## src/rtl/matvec_mac.sv

```systemverilog
// Fixed-point matrix-vector multiply-accumulate engine.
// Streams one weight row per output neuron and emits saturated results.
module matvec_mac #(
  parameter int IN_DIM    = 784,
  parameter int OUT_DIM   = 5,
  parameter int FRAC_BITS = 16
) (
  input  logic        clk,
  input  logic        reset,
  input  logic        start,
  output logic [15:0] weight_addr,
  input  logic [31:0] weight_data,
  output logic [15:0] input_addr,
  input  logic [31:0] input_data,
  output logic        out_valid,
  output logic [15:0] out_index,
  output logic [31:0] out_data,
  output logic        busy,
  output logic        done
);

  typedef enum logic [1:0] {
    S_IDLE,
    S_MAC,
    S_EMIT,
    S_DONE
  } state_t;

  localparam logic [15:0] LP_LAST_I = 16'(IN_DIM - 1);
  localparam logic [15:0] LP_LAST_O = 16'(OUT_DIM - 1);
  localparam logic [15:0] LP_STEP   = 16'(IN_DIM);

  localparam logic signed [63:0] LP_MAX = 64'sh0000_0000_7FFF_FFFF;
  localparam logic signed [63:0] LP_MIN = 64'shFFFF_FFFF_8000_0000;

  state_t             r_state;
  logic        [15:0] r_i;
  logic        [15:0] r_o;
  logic        [15:0] r_base;
  logic signed [63:0] r_acc;
  logic               r_out_valid;
  logic        [15:0] r_out_index;
  logic        [31:0] r_out_data;
  logic               r_busy;
  logic               r_done;

  logic               w_in_mac;
  logic signed [63:0] w_wd;
  logic signed [63:0] w_id;
  logic signed [63:0] w_prod;
  logic signed [63:0] w_acc_next;
  logic signed [63:0] w_shift;
  logic        [31:0] w_sat;

  assign w_in_mac = (r_state == S_MAC);

  // Row base is stepped by IN_DIM so addressing needs only an adder.
  assign weight_addr = w_in_mac ? (r_base + r_i) : 16'h0;
  assign input_addr  = w_in_mac ? r_i : 16'h0;

  assign w_wd       = {{32{weight_data[31]}}, weight_data};
  assign w_id       = {{32{input_data[31]}}, input_data};
  assign w_prod     = w_wd * w_id;
  assign w_acc_next = r_acc + w_prod;
  assign w_shift    = w_acc_next >>> FRAC_BITS;

  always_comb begin
    w_sat = w_shift[31:0];
    if (w_shift > LP_MAX) begin
      w_sat = 32'h7FFF_FFFF;
    end else if (w_shift < LP_MIN) begin
      w_sat = 32'h8000_0000;
    end
  end

  // The result is captured on the last MAC edge so it is ready in EMIT.
  always_ff @(posedge clk or posedge reset) begin
    if (reset) begin
      r_state     <= S_IDLE;
      r_i         <= 16'h0;
      r_o         <= 16'h0;
      r_base      <= 16'h0;
      r_acc       <= 64'sh0;
      r_out_valid <= 1'b0;
      r_out_index <= 16'h0;
      r_out_data  <= 32'h0;
      r_busy      <= 1'b0;
      r_done      <= 1'b0;
    end else begin
      r_out_valid <= 1'b0;
      r_done      <= 1'b0;
      unique case (r_state)
        S_IDLE: begin
          if (start) begin
            r_i     <= 16'h0;
            r_o     <= 16'h0;
            r_base  <= 16'h0;
            r_acc   <= 64'sh0;
            r_busy  <= 1'b1;
            r_state <= S_MAC;
          end
        end
        S_MAC: begin
          r_acc <= w_acc_next;
          r_i   <= r_i + 16'd1;
          if (r_i == LP_LAST_I) begin
            r_out_valid <= 1'b1;
            r_out_index <= r_o;
            r_out_data  <= w_sat;
            r_state     <= S_EMIT;
          end
        end
        S_EMIT: begin
          r_acc <= 64'sh0;
          r_i   <= 16'h0;
          if (r_o == LP_LAST_O) begin
            r_done  <= 1'b1;
            r_state <= S_DONE;
          end else begin
            r_o     <= r_o + 16'd1;
            r_base  <= r_base + LP_STEP;
            r_state <= S_MAC;
          end
        end
        S_DONE: begin
          r_busy  <= 1'b0;
          r_state <= S_IDLE;
        end
      endcase
    end
  end

  assign out_valid = r_out_valid;
  assign out_index = r_out_index;
  assign out_data  = r_out_data;
  assign busy      = r_busy;
  assign done      = r_done;

endmodule

```

## config.mk

```make
export PLATFORM = sky130hd
export DESIGN_NAME = matvec_mac
export DESIGN_NICKNAME = d
export VERILOG_FILES = /design/src/rtl/matvec_mac.sv
export SDC_FILE = /design/constraint.sdc
export NUM_CORES = 2
export LEC_CHECK = 0
export CAP_MARGIN = 15
export CORE_ASPECT_RATIO = 1.75
export CORE_MARGIN = 4
export CORE_UTILIZATION = 45
export CTS_BUF_LIST = sky130_fd_sc_hd__clkbuf_4
export DETAILED_ROUTE_END_ITERATION = 8
export PLACE_DENSITY_LB_ADDON = 0.12
export SYNTH_ARGS = -nofsm -noshare
export SYNTH_HDL_FRONTEND = slang
export SYNTH_SLANG_ARGS = --single-unit
export TNS_END_PERCENT = 50
```

## constraint.sdc

```tcl
create_clock -name clk -period 8.9 [get_ports clk]
set_input_delay 0.89 -clock clk [delete_from_list [all_inputs] [get_ports clk]]
set_output_delay 0.89 -clock clk [all_outputs]
set_load 0.005 [all_outputs]
```

# Word level (Yosys, flattened, before mapping)
# Index checks and enable logic that the tools add are counted.
[op_classes]
addsub = 5
n_mul = 1
magnitude_cmp = 2
eq_ne = 8
mux = 22
reduce_logical = 9
[op_table]
columns = ["cell", "n"]
rows = [
  ["64-bit one-hot mux with 3 select lines", 1],
  ["16-bit two-way mux", 5],
  ["64-bit adder", 1],
  ["32-bit by 32-bit multiplier with 64-bit output", 1],
  ["32-bit two-way mux", 2],
  ["64-bit two-way mux", 1],
  ["16-bit one-hot mux with 2 select lines", 2],
  ["48-bit by 32-bit > comparator with 1-bit output (second input constant)", 1],
  ["48-bit by 32-bit less-than comparator with 1-bit output (second input constant)", 1],
  ["16-bit one-hot mux with 3 select lines", 1],
  ["16-bit by 1-bit adder with 16-bit output (second input constant)", 2],
  ["16-bit by 10-bit adder with 16-bit output (second input constant)", 1],
  ["16-bit adder", 1],
  ["16-bit by 10-bit == test with 1-bit output (second input constant)", 1],
  ["16-bit by 3-bit == test with 1-bit output (second input constant)", 1],
  ["2-bit one-hot mux with 4 select lines", 1],
  ["2-bit AND reduction", 4],
  ["2-bit two-way mux", 3],
  ["1-bit two-way mux", 5],
  ["2-bit == test (second input constant)", 2],
  ["2-bit inequality test (second input constant)", 2],
  ["2-bit nonzero test", 2],
  ["3-bit AND reduction", 1],
  ["3-bit nonzero test", 1],
  ["other kinds (4)", 4],
]
[word_totals]
register_bits = 165
in_bits = 67
output_inout_bits = 83
wordCells = 57

# Logic depth before layout (Yosys ltp)
[logic_depth]
word_depth = 5
mapped_depth = 33
ltp_nobuf = 29

# Least setup slack after synthesis
# OpenSTA, ideal clock, no wires.
[synth_path]
kind = "input-to-reg"
start = "input port weight_data[31]"
end = "register r_out_data[10], in the netlist out_data[10]"
setup_ps = 131
t_arrival_ps = 9599
required_time_ps = 8769
path_slack_ps = -830
path_stages = 29
path_cell_list = "clkbuf_1 nand2_1 fa_1 fa_1 inv_1 fa_1 inv_1 fa_1 inv_1 fa_1 fa_1 fa_1 inv_1 fa_1 inv_1 ha_1 buf_6 a21oi_1 a21boi_0 a311oi_1 a21oi_1 nor4b_2 nor2_1 xnor2_1 a2111oi_4 nand4_2 o31ai_4 buf_8 o22ai_2"
[synth_via]
elab_chain_cells = 5
[synth_rtl]
columns = ["item", "line_no", "rtl"]
rows = [
  ["start: declaration", "12", "input logic [31:0] weight_data,"],
  ["32-bit by 32-bit multiplier with 64-bit output (*)", "63", "assign w_prod = w_wd * w_id;"],
  ["64-bit adder (*)", "64", "assign w_acc_next = r_acc + w_prod;"],
  ["48-bit by 32-bit less-than comparator with 1-bit output", "71", "end else if (w_shift < LP_MIN) begin"],
  ["32-bit two-way mux", "71", ""],
  ["32-bit two-way mux (*)", "69", "if (w_shift > LP_MAX) begin"],
  ["end signal: assignment", "109", "r_out_data <= w_sat;"],
  ["end: declaration", "43", "logic [31:0] r_out_data;"],
]
# Mark *: on every way between the ends. The rest lies on a longest branch, timed or not.
# A chain may end at the register's enable or synchronous reset.

# Worst setup path in the final report
[layout_path]
start = "input port weight_data[8]"
end = "register r_out_data[22], in the netlist out_data[22]"
# Same word-level chain as after synthesis.

==> results.ini <==
[run_status]
status=finished, final reports clean

[detailed_routing]
wirelength_um=148000
drt_iter0_markers=1820
wl_per_cell_um=21.1
ant_nets=0
vias_per_cell=5.20
drc=0
via_count=36296
firstDrtPassIters=6

[grt]
grt_overflow=0
first_global_vias=40555
grt_max_degree=87
grt_pass1_wl_um=222000
grt.total_usage_pct=25.6
antenna_found_initial=2

[logic_synthesis]
synthXorXnorAreaFrac_pct=1.90
synth_edf_count=0
yosysWarningCount=0
synthCells=5089
synth_compound_area_share_pct=5.90
synth_area_um2=47900
synthFlopType=dfrtp_1
async_flop_share_pct=100
yosys_register_bits=161
synth_mux_area_share_pct=0.488
synth_fa_ha_area_share_pct=56.6
synth_top_family_by_area=adder cells
yosysUniqueCellTypes=89
ys_seq_area_share_pct=8.41
postSynthAreaPerCell_um2=9.42
yosys.area_share.simple_pct=14.7
syn_nets=6599

[place]
dp_hpwl_um=122000
gp_congestion=0.936
dp.cells=6894
portBuffers=149

[worst_setup_path]
cp-end-kind=flop
cpMostUsedCell=fa_1
cp.required_ns=9.38
start_kind=input pin
arrival_ns=9.24
criticalPathCategory=input pin to flop
critPathBufInv=9
critPathSlowestCell=fa_2
cp_top_family=adder cells
path_max_fanout=16
slowest_delay_ns=0.62

[finish]
multiInputGateArea_um2=38900
area_delta_synth_final_pct=19.9
seqCellArea_um2=4030
fill_cells=9720
fin_cells=6982
final_common_cell=inv_1
layout-drive-gt1-share_pct=15.0
layout_common_cells=1236 x inv_1, 1185 x fa_1, 644 x nand2_1
nNetsFinal=7118
utilization_pct=54.3

[sta]
slew_headroom_pct=32.9
fmax_ghz=0.114
slew_viol_final=0
period_needed_ns=8.76
setup_violations=0
finalHoldViolCount=0
worstMarginPinSlew_ns=1.01
setup_tns_ns=0
rsz0062_at_grt=true
fin_worst_skew_ns=0.0462
fin_crit_sh_pct=98.4

[worst_hold_path]
hold_class=flop to flop

[floorplanning]
coreArea_um2=106000
dieHeight_um=440
dieArea_um2=112000
start_util_pct=45.3
row_count=158
die_width_um=255
io_pins=150

[flow_run]
drv_cap=0

[clocking]
cts_buffers=17
clk_pin_slew_ns=0.15
clockBufferDepth=2
htree_levels=4
clock_latency_ns=0.63
tritoncts=done
ctsRootBufferMaster=clkbuf_4
cts.sinks=161

-- path summary, 6_finish.rpt --
check	endpoint	cells after the start	from	slack, ns
max	out_data[22]$_DFFE_PP0P_	30	weight_data[8]	0.14
min	r_acc[12]$_DFFE_PP0P_	2	r_acc[12]$_DFFE_PP0P_	0.50
max reg2reg	out_data[22]$_DFFE_PP0P_	32	r_acc[18]$_DFFE_PP0P_	0.77
min reg2reg	r_acc[12]$_DFFE_PP0P_	2	r_acc[12]$_DFFE_PP0P_	0.50
max in group asynchronous	r_acc[10]$_DFFE_PP0P_	3	reset	6.54
min in group asynchronous	out_index[4]$_DFFE_PP0P_	2	reset	0.75
-- state kept, by name, indices dropped and copies added, names as in the netlist --
register and cells:
r_state 2, out_index 16, r_base 12, out_valid 1, out_data 32, r_i 16, busy 1, r_acc 64
done 1, r_o 16
-- per-stage QoR --
stage | hold WS, ns | cell area (um2) | setup slack [ns]
2_1_floorplan | 0.449 | 48100 | -0.0868
3_3_place_gp | 0.467 | 55500 | -0.657
3_5_place_dp | 0.472 | 55500 | -0.732
4_1_cts | 0.505 | 56000 | -0.0113
5_1_grt | 0.535 | 57500 | -0.0578
6_report | 0.498 | 57500 | 0.138
-- cell families after synthesis --
logic type      Yosys count
compound gates          408
xor+xnor                103
flops                   161
buf+inv                1507
simple gates           1446
fa+ha+maj              1443
mux                      21
-- Yosys cell counts, types with 5 or more instances --
master / n / share of area (%)
o22ai_2: 10 / 0.26
o22ai_1: 22 / 0.29
nand4_1: 27 / 0.35
ha_1: 233 / 6.1
a22o_1: 52 / 0.95
buf_2: 15 / 0.16
xor2_1: 38 / 0.69
or3_1: 7 / 0.091
or2_2: 6 / 0.078
nor4_1: 9 / 0.12
o21bai_1: 10 / 0.16
nand2_1: 654 / 5.1
and3_1: 19 / 0.25
o21a_1: 15 / 0.24
a21o_1: 17 / 0.27
inv_1: 1245 / 9.8
o211ai_1: 9 / 0.14
nor2b_1: 8 / 0.10
o21ai_1: 7 / 0.073
o21ai_0: 110 / 1.1
nor3_1: 22 / 0.23
nor2_1: 157 / 1.2
and2_1: 474 / 6.2
a311oi_1: 5 / 0.091
a21oi_1: 78 / 0.81
fa_1: 1210 / 51
buf_1: 5 / 0.039
xnor2_1: 64 / 1.2
o31ai_1: 9 / 0.14
dfrtp_1: 161 / 8.4
nand2b_1: 12 / 0.16
mux2_2: 18 / 0.42
nand3_1: 27 / 0.28
a31oi_1: 12 / 0.16
clkbuf_1: 232 / 1.8
-- timing repair --
item	in CTS	in global routing
setup buffers	3	31
resized for setup	20	156
hold buffers	0	0
pin swaps	6	76
endpoints found under the setup margin	31	32
cloned	1	20
-- cell type report --
type,instances,area share (%)
antenna,1,0.00435
clock buffer,17,0.222
clock inverter,15,0.311
inverter,1245,8.16
multi-input combinational,3421,67.7
sequential,161,7.01
tap,1360,2.96
timing repair buffer,762,13.6
-- worst register-to-register path, delay by kind of cell, from the launching register on --
kind	cells	cell delay (ns)
xor+xnor	1	0.15
simple gates	4	0.74
compound gates	6	1.01
buf+inv	12	1.25
fa+ha+maj	9	4.38
flops	1	0.46
-- per-layer routing --
layer  vias to the layer above  wire length (um)  track usage (%)
met3                       338              5680             2.60
met1                     19048             50900             28.5
met5                         -                 0                0
met2                       978             82800             50.0
li1                      15932                 -                -
met4                         0              8090             9.08
Power is not shown: default switching activity piles up to over one toggle a cycle in this logic, so the estimate is an artifact.
